--- config.mk ---
export PLATFORM = sky130hd
export DESIGN_NAME = ram_burst_reader_flat
export DESIGN_NICKNAME = d
export VERILOG_FILES = /design/src/rtl/ram_burst_reader_pkg.sv /design/src/rtl/ram_burst_reader_if.sv /design/src/rtl/ram_burst_reader_fifo.sv /design/src/rtl/ram_burst_reader.sv /design/src/flat_wrapper.sv
export SDC_FILE = /design/constraint.sdc
export NUM_CORES = 1
export LEC_CHECK = 0
export ABC_AREA = 1
export BUFFER_PORTS_ARGS = -buffer_cell sky130_fd_sc_hd__buf_2
export CAP_MARGIN = 15
export CORE_MARGIN = 2
export CORE_UTILIZATION = 54
export CTS_CLUSTER_SIZE = 14
export DETAILED_ROUTE_END_ITERATION = 8
export GPL_ROUTABILITY_DRIVEN = 0
export GPL_TIMING_DRIVEN = 0
export HOLD_SLACK_MARGIN = 0.15
export PLACE_DENSITY = 0.76
export SLEW_MARGIN = 20
export SYNTH_ARGS = -nofsm -noshare
export SYNTH_HDL_FRONTEND = slang
export SYNTH_HIERARCHICAL = 1
export SYNTH_SLANG_ARGS = --single-unit
--- constraint.sdc ---
create_clock -name clk -period 8.1 [get_ports clk]
set_input_delay 0 -clock clk [delete_from_list [all_inputs] [get_ports clk]]
set_output_delay 0 -clock clk [all_outputs]
set_load 0.05 [all_outputs]
--- src/rtl/ram_burst_reader_pkg.sv ---
// Shared definitions for the RAM burst reader: default widths, RAM depth,
// FSM state type and the burst-length clamp helper.
package ram_pkg;

    localparam int ADDR_W_DEF = 10;
    localparam int DATA_W_DEF = 8;
    localparam int RAM_DEPTH  = 1024;

    typedef enum logic [1:0] {
        IDLE  = 2'd0,
        RUN   = 2'd1,
        DRAIN = 2'd2,
        DONE  = 2'd3
    } state_t;

    // A burst can never cover more than the whole RAM once.
    function automatic int unsigned clamp_len(input int unsigned len, input int unsigned depth);
        return (len > depth) ? depth : len;
    endfunction

endpackage

--- src/rtl/ram_burst_reader_if.sv ---
// Control, RAM and stream signals of the burst reader. Defining
// RAM_BURST_READER_CHECKSUM_EN adds the running checksum output.
interface ram_burst_reader_if #(
    parameter int ADDR_W = 10,
    parameter int DATA_W = 8
);
    logic              start;
    logic [ADDR_W-1:0] start_addr;
    logic [ADDR_W:0]   len;
    logic              busy;
    logic              done;
    logic              ram_cs;
    logic              ram_wr;
    logic [ADDR_W-1:0] ram_addr;
    logic [DATA_W-1:0] ram_dout;
    logic [DATA_W-1:0] out_data;
    logic              out_valid;
    logic              out_ready;
    logic              out_last;
`ifdef RAM_BURST_READER_CHECKSUM_EN
    logic [DATA_W-1:0] checksum;

    modport master (
        input  start, start_addr, len, ram_dout, out_ready,
        output busy, done, ram_cs, ram_wr, ram_addr, out_data, out_valid, out_last, checksum
    );
    modport slave (
        output start, start_addr, len, ram_dout, out_ready,
        input  busy, done, ram_cs, ram_wr, ram_addr, out_data, out_valid, out_last, checksum
    );
`else
    modport master (
        input  start, start_addr, len, ram_dout, out_ready,
        output busy, done, ram_cs, ram_wr, ram_addr, out_data, out_valid, out_last
    );
    modport slave (
        output start, start_addr, len, ram_dout, out_ready,
        input  busy, done, ram_cs, ram_wr, ram_addr, out_data, out_valid, out_last
    );
`endif
endinterface

--- src/rtl/ram_burst_reader_fifo.sv ---
// Two-entry output buffer between the RAM read pipeline and the stream port.
module rd_fifo2 #(
    parameter int DATA_W = 8
) (
    input  logic              clk,
    input  logic              rst_n,
    input  logic              i_push,
    input  logic              i_pop,
    input  logic [DATA_W-1:0] i_data,
    output logic [DATA_W-1:0] o_data,
    output logic              o_full,
    output logic              o_empty,
    output logic [1:0]        o_count
);
    logic [DATA_W-1:0] r_mem [2];
    logic              r_wptr;
    logic              r_rptr;
    logic [1:0]        r_count;
    logic              w_push;
    logic              w_pop;

    // A push into a full buffer is only legal when the head leaves the same cycle.
    assign w_pop  = i_pop && (r_count != 2'd0);
    assign w_push = i_push && ((r_count != 2'd2) || w_pop);

    always_ff @(posedge clk or negedge rst_n) begin
        if (!rst_n) begin
            for (int i = 0; i < 2; i++) begin
                r_mem[i] <= '0;
            end
            r_wptr  <= 1'b0;
            r_rptr  <= 1'b0;
            r_count <= 2'd0;
        end else begin
            if (w_push) begin
                r_mem[r_wptr] <= i_data;
                r_wptr        <= ~r_wptr;
            end
            if (w_pop) begin
                r_rptr <= ~r_rptr;
            end
            r_count <= r_count + 2'(w_push) - 2'(w_pop);
        end
    end

    assign o_data  = r_mem[r_rptr];
    assign o_full  = (r_count == 2'd2);
    assign o_empty = (r_count == 2'd0);
    assign o_count = r_count;

endmodule

--- src/rtl/ram_burst_reader.sv ---
// Burst reader: streams len bytes from a 1-cycle-latency RAM starting at
// start_addr. RAM_BURST_READER_CHECKSUM_EN enables the per-burst checksum.
module ram_burst_reader
    import ram_pkg::*;
#(
    parameter int ADDR_W = ADDR_W_DEF,
    parameter int DATA_W = DATA_W_DEF
) (
    input logic               clk,
    input logic               rst_n,
    ram_burst_reader_if.master bus
);
    localparam int CNT_W = ADDR_W + 1;
    localparam int DEPTH = 1 << ADDR_W;

    state_t            r_state;
    logic [ADDR_W-1:0] r_addr;
    logic [CNT_W-1:0]  r_iss_rem;
    logic [CNT_W-1:0]  r_out_rem;
    logic              r_busy;
    logic              r_done;
    logic              r_rd_pend;

    logic              w_issue;
    logic              w_xfer;
    logic              w_full;
    logic              w_empty;
    logic [1:0]        w_count;
    logic [2:0]        w_occ;
    logic [DATA_W-1:0] w_head;
    logic [CNT_W-1:0]  w_len_clamped;

    assign w_len_clamped = CNT_W'(clamp_len(32'(bus.len), DEPTH));
    assign w_xfer        = !w_empty && bus.out_ready;

    // Occupancy after this cycle's transfer: buffered bytes plus the read whose
    // data is on ram_dout now. Counting the departing byte keeps one byte per cycle.
    assign w_occ   = 3'(w_count) - 3'(w_xfer) + 3'(r_rd_pend);
    assign w_issue = (r_state == RUN) && (r_iss_rem != '0) && (w_occ < 3'd2)
                     && !(w_full && !w_xfer);

    rd_fifo2 #(.DATA_W(DATA_W)) u_fifo (
        .clk     (clk),
        .rst_n   (rst_n),
        .i_push  (r_rd_pend),
        .i_pop   (w_xfer),
        .i_data  (bus.ram_dout),
        .o_data  (w_head),
        .o_full  (w_full),
        .o_empty (w_empty),
        .o_count (w_count)
    );

    always_ff @(posedge clk or negedge rst_n) begin
        if (!rst_n) begin
            r_state   <= IDLE;
            r_addr    <= '0;
            r_iss_rem <= '0;
            r_out_rem <= '0;
            r_busy    <= 1'b0;
            r_done    <= 1'b0;
            r_rd_pend <= 1'b0;
        end else begin
            r_rd_pend <= w_issue;
            r_done    <= 1'b0;
            if (w_issue) begin
                r_addr    <= r_addr + ADDR_W'(1);
                r_iss_rem <= r_iss_rem - CNT_W'(1);
            end
            if (w_xfer) begin
                r_out_rem <= r_out_rem - CNT_W'(1);
            end
            case (r_state)
                IDLE: begin
                    if (bus.start) begin
                        r_addr    <= bus.start_addr;
                        r_iss_rem <= w_len_clamped;
                        r_out_rem <= w_len_clamped;
                        r_busy    <= 1'b1;
                        if (w_len_clamped == '0) begin
                            r_state <= DONE;
                            r_done  <= 1'b1;
                        end else begin
                            r_state <= RUN;
                        end
                    end
                end
                RUN: begin
                    if (w_issue && (r_iss_rem == CNT_W'(1))) begin
                        r_state <= DRAIN;
                    end
                end
                DRAIN: begin
                    if (w_xfer && (r_out_rem == CNT_W'(1))) begin
                        r_state <= DONE;
                        r_done  <= 1'b1;
                    end
                end
                DONE: begin
                    r_state <= IDLE;
                    r_busy  <= 1'b0;
                end
                default: begin
                    r_state <= IDLE;
                    r_busy  <= 1'b0;
                end
            endcase
        end
    end

`ifdef RAM_BURST_READER_CHECKSUM_EN
    logic [DATA_W-1:0] r_checksum;

    always_ff @(posedge clk or negedge rst_n) begin
        if (!rst_n) begin
            r_checksum <= '0;
        end else if ((r_state == IDLE) && bus.start) begin
            r_checksum <= '0;
        end else if (w_xfer) begin
            r_checksum <= r_checksum + w_head;
        end
    end

    assign bus.checksum = r_checksum;
`endif

    assign bus.busy      = r_busy;
    assign bus.done      = r_done;
    assign bus.ram_cs    = w_issue;
    assign bus.ram_wr    = 1'b0;
    assign bus.ram_addr  = r_addr;
    assign bus.out_valid = !w_empty;
    assign bus.out_data  = w_empty ? '0 : w_head;
    assign bus.out_last  = !w_empty && (r_out_rem == CNT_W'(1));

endmodule

--- src/flat_wrapper.sv ---
// flat-port wrapper written by rule: the top's interface ports become plain ports
module ram_burst_reader_flat import ram_pkg::*;
#(
    parameter int ADDR_W = ADDR_W_DEF,
    parameter int DATA_W = DATA_W_DEF
)
  (clk, rst_n, bus_start, bus_start_addr, bus_len, bus_ram_dout, bus_out_ready, bus_busy, bus_done, bus_ram_cs, bus_ram_wr, bus_ram_addr, bus_out_data, bus_out_valid, bus_out_last);
  ram_burst_reader_if #(.ADDR_W(ADDR_W), .DATA_W(DATA_W)) bus_i ();
  input logic clk;
  input logic rst_n;
  input wire logic [$bits(bus_i.start)-1:0] bus_start;
  input wire logic [$bits(bus_i.start_addr)-1:0] bus_start_addr;
  input wire logic [$bits(bus_i.len)-1:0] bus_len;
  input wire logic [$bits(bus_i.ram_dout)-1:0] bus_ram_dout;
  input wire logic [$bits(bus_i.out_ready)-1:0] bus_out_ready;
  output wire logic [$bits(bus_i.busy)-1:0] bus_busy;
  output wire logic [$bits(bus_i.done)-1:0] bus_done;
  output wire logic [$bits(bus_i.ram_cs)-1:0] bus_ram_cs;
  output wire logic [$bits(bus_i.ram_wr)-1:0] bus_ram_wr;
  output wire logic [$bits(bus_i.ram_addr)-1:0] bus_ram_addr;
  output wire logic [$bits(bus_i.out_data)-1:0] bus_out_data;
  output wire logic [$bits(bus_i.out_valid)-1:0] bus_out_valid;
  output wire logic [$bits(bus_i.out_last)-1:0] bus_out_last;
  assign bus_i.start = bus_start;
  assign bus_i.start_addr = bus_start_addr;
  assign bus_i.len = bus_len;
  assign bus_i.ram_dout = bus_ram_dout;
  assign bus_i.out_ready = bus_out_ready;
  assign bus_busy = bus_i.busy;
  assign bus_done = bus_i.done;
  assign bus_ram_cs = bus_i.ram_cs;
  assign bus_ram_wr = bus_i.ram_wr;
  assign bus_ram_addr = bus_i.ram_addr;
  assign bus_out_data = bus_i.out_data;
  assign bus_out_valid = bus_i.out_valid;
  assign bus_out_last = bus_i.out_last;
  ram_burst_reader #(.ADDR_W(ADDR_W), .DATA_W(DATA_W)) u_core (.clk(clk), .rst_n(rst_n), .bus(bus_i));
endmodule
==> impl_results.rst <==
.. list-table::
   :header-rows: 1

   * - Metric
     - Value
   * - Largest fanout of any net on the critical path
     - 11
   * - Effective utilization at floorplan
     - 0.558
   * - Yosys cell types
     - 32
   * - Final instance count without filler cells
     - 749
   * - Most frequent cells after synthesis
     - sky130_fd_sc_hd__nand2_1, sky130_fd_sc_hd__inv_1, sky130_fd_sc_hd__dfrtp_1, sky130_fd_sc_hd__nor2_1, sky130_fd_sc_hd__nand3_1
   * - Placement Cell Area
     - 4210 µm²
   * - Clock sink count
     - 57
   * - Transition time at the pin with the least slew margin
     - 0.748 ns
   * - Run status
     - completed
   * - Post-synthesis sequential area ratio
     - 0.374
   * - Class of the tightest hold or removal check
     - primary input to asynchronous set/reset pin
   * - Final setup TNS
     - 0 ns
   * - Number of global-route vias before repair
     - 3,561
   * - Number of pins exceeding their max-slew limit in the final report
     - 0
   * - Die ar.
     - 7750 µm²
   * - Ratio of total power to cell area
     - 422 nW/µm²
   * - Syn-to-layout area delta
     - 24.5%
   * - Leakage dissipation
     - 2.59 nW
   * - Fraction of post-synthesis cell area in the top cell type by area
     - 0.374
   * - DIE WIDTH
     - 88.1 µm
   * - Number of buffers between clock root and the deepest sink
     - 2
   * - Period Utilization, post-route
     - 0.405
   * - Ranking of synthesized cells by area
     - sky130_fd_sc_hd__dfrtp_1, sky130_fd_sc_hd__nand2_1, sky130_fd_sc_hd__inv_1, sky130_fd_sc_hd__nor2_1, sky130_fd_sc_hd__nand3_1
   * - Post-Synth Simple-Gate Area
     - 0.390
   * - Post-placement setup slack
     - 5.13 ns
   * - Flip-flop and latch count after synthesis
     - 57
   * - Worst IR Drop VDD
     - 0.000224 V
   * - Reported max-cap violation count
     - 0
   * - Post-DR vias/cell
     - 5.13
   * - Number of iterations in the first detailed-routing pass
     - 5
   * - # H-tree levels
     - 3
   * - Clk_skew
     - 0.00792 ns
   * - Main flop type after synthesis
     - sky130_fd_sc_hd__dfrtp_1
   * - Least setup slack across all paths after layout
     - 4.82 ns
   * - Dominant combinational cell family by area after synthesis
     - simple AND/OR/NAND/NOR gates
   * - Height of the die
     - 88.1 µm
   * - Critical path launch point type
     - flip-flop
   * - Total Wirelength
     - 9.98 mm
   * - Finished Cell Area
     - 4750 µm²
   * - # diodes
     - 0
   * - Critical path data required time
     - 8.10 ns
   * - Num CTS Buffers
     - 9
   * - Post-Syn Nets
     - 595
   * - Post-synthesis share of cell area spent on xor and xnor gates
     - 0.0390
   * - Total congestion overflow
     - 0
   * - Cell taking the most area after synthesis
     - sky130_fd_sc_hd__dfrtp_1
   * - Sort of element at the end of the critical path
     - output pin
   * - Final setup violating endpoints
     - 0
   * - Total instance count after detailed placement
     - 701
   * - Total number of vias
     - 3,842
   * - Final Util
     - 0.695
   * - DR WL/cell
     - 13.3 µm
   * - Number of resized instances in the post-cts repair step
     - 0
   * - Arithmetic-cell share of the synthesized area counting full adders, half adders and majority gates
     - 0.0413
   * - Max Clk Rate
     - 0.305 GHz
   * - Avg Synthesized Cell Area
     - 6.94 µm²
   * - Final net count
     - 693
   * - Post-detailed-route count of antenna-violating nets
     - 0
   * - CP arrival
     - 3.28 ns
   * - Warnings from Yosys
     - 6
   * - Latest clock arrival within the worst-skew pair
     - 0.35 ns
   * - Crit path kind
     - flip-flop to output pin
   * - Library cell with the highest instance count after synthesis
     - sky130_fd_sc_hd__nand2_1
   * - Fraction of registers with async set or reset after synthesis
     - 1.00
   * - Count of pins on the block boundary
     - 57
   * - Hold Violations, Final
     - 0
   * - Relative slew slack
     - 0.501
   * - Post-layout minimum cycle time
     - 3.28 ns
   * - Cell area after synthesis
     - 3810 µm²
   * - Unrepaired setup endpoints after global routing
     - no
   * - Proportion of synthesized area in mux cells
     - 0
   * - Global-route total usage across every layer
     - 0.275
   * - Pin count of the biggest net entering global routing
     - 58
   * - Number of enable-type register cells in the synthesized netlist
     - 0
   * - Wire length of the first global-routing pass
     - 16.5 mm
   * - Clock tree from TritonCTS
     - yes
   * - Fraction of layout instances using a drive strength above 1
     - 0.175
   * - Count of port buffers added during placement
     - 55
   * - Fraction of the mapped netlist area in compound gates
     - 0.0417
   * - DRT iter0 DRCs
     - 201
   * - Synth Instances
     - 550
   * - Number of rows in the core area
     - 30
   * - Clock Root Buffer
     - sky130_fd_sc_hd__clkbuf_8
   * - DP HPWL
     - 6.74 mm
   * - Placeable core region
     - 6830 µm²
   * - Post-detailed-route DRC marker count
     - 0
   * - Clock transition at the register clock pins on the worst setup and hold paths after CTS
     - 0.07 ns
   * - Antenna violations before repair
     - 0
timing repair:
item,4_1_cts,5_1_grt
buffers inserted,0,0
hold buffers,32,0
endpoints found under the hold margin,109,0
layout by cell type, fill, tap and decap left out, drive strengths merged, types with 2 or more instances in the layout:
master	n
a21oi	15
buf	71
bufinv	2
clkbuf	10
clkinv	6
clkinvlp	2
dfrtp	57
dlygate4sd3	32
ha	11
inv	79
nand2	199
nand3	39
nand4	25
nor2	54
nor3	5
o21ai	14
or2	10
xnor2	6
xor2	11
cell type report:
cell class	count	area (µm²)
Timing Repair Buffer	87	598
Fill cell	600	2080
Clock inverter	7	93.8
Sequential cell	57	1430
Clock buffer	9	124
Tap cell	96	120
Buffer	17	125
Inverter	82	308
Multi-Input combinational cell	394	1960
logic make-up (layout without fill, tap and decap cells):
family,count (synthesis),count (layout)
compound gates,31,31
other cells,1,1
flops,57,57
xor+xnor,17,17
buf+inv,99,202
simple gates,333,333
fa+ha+maj,12,12
critical path, cell delays in order, from the launching register on:
cell,delay [ns]
sky130_fd_sc_hd__dfrtp_1,0.56
sky130_fd_sc_hd__nor2_1,0.11
sky130_fd_sc_hd__buf_6,0.16
sky130_fd_sc_hd__nor2_4,0.11
sky130_fd_sc_hd__buf_6,0.16
sky130_fd_sc_hd__inv_1,0.11
sky130_fd_sc_hd__nor2_1,0.18
sky130_fd_sc_hd__o21ai_0,0.13
sky130_fd_sc_hd__fa_1,0.49
sky130_fd_sc_hd__nand2_1,0.05
sky130_fd_sc_hd__inv_1,0.05
sky130_fd_sc_hd__nand3_1,0.10
sky130_fd_sc_hd__nor2_4,0.15
sky130_fd_sc_hd__nand2_4,0.09
sky130_fd_sc_hd__inv_2,0.07
sky130_fd_sc_hd__buf_6,0.14
sky130_fd_sc_hd__buf_2,0.27
stage by stage:
stage,power (mW),hold slack (ns)
final,2.01,0.244
after global routing,2.17,0.334
after CTS,2.00,0.280
after detailed placement,1.68,0.114
after global placement,1.64,0.218
after floorplan,1.42,-0.296
registers in the layout, summed over array words and instances, names as in the netlist, 2 cells and up:
| register | count |
|---|---|
| u_core/r_out_rem | 11 |
| u_core/r_iss_rem | 11 |
| u_core/bus.ram_addr | 10 |
| u_core/u_fifo/r_mem | 16 |
| u_core/r_state | 2 |
| u_core/u_fifo/o_count | 2 |
power by group:
part / switching [mW] / internal (mW)
Combinational: 0.767 / 0.368
Clock: 0.131 / 0.173
Sequential: 0.142 / 0.424
final timing paths:
check,slack (ns),cells past startpoint,to,startpoint
setup / recovery,4.82,16,bus_ram_cs,u_core/u_fifo/o_count[1]$_DFF_PN0_
hold / removal,0.24,2,u_core/u_fifo/r_mem[12]$_DFFE_PN0P_,rst_n
setup reg to reg,5.11,18,u_core/bus.ram_addr[7]$_DFF_PN0_,u_core/u_fifo/o_count[1]$_DFF_PN0_
hold reg to reg,0.47,2,u_core/u_fifo/r_mem[10]$_DFFE_PN0P_,u_core/u_fifo/r_mem[10]$_DFFE_PN0P_
max in group asynchronous,7.34,2,u_core/bus.ram_addr[9]$_DFF_PN0_,rst_n
min in group clk,0.29,8,u_core/r_out_rem[7]$_DFF_PN0_,bus_out_ready
metal layers:
metal / share of wire / global-route usage
met4: 0.027 / 0.128
met3: 0.054 / 0.0386
met1: 0.43 / 0.364
met5: 0 / 0
met2: 0.48 / 0.449
Power figures use the tool's default switching activity.
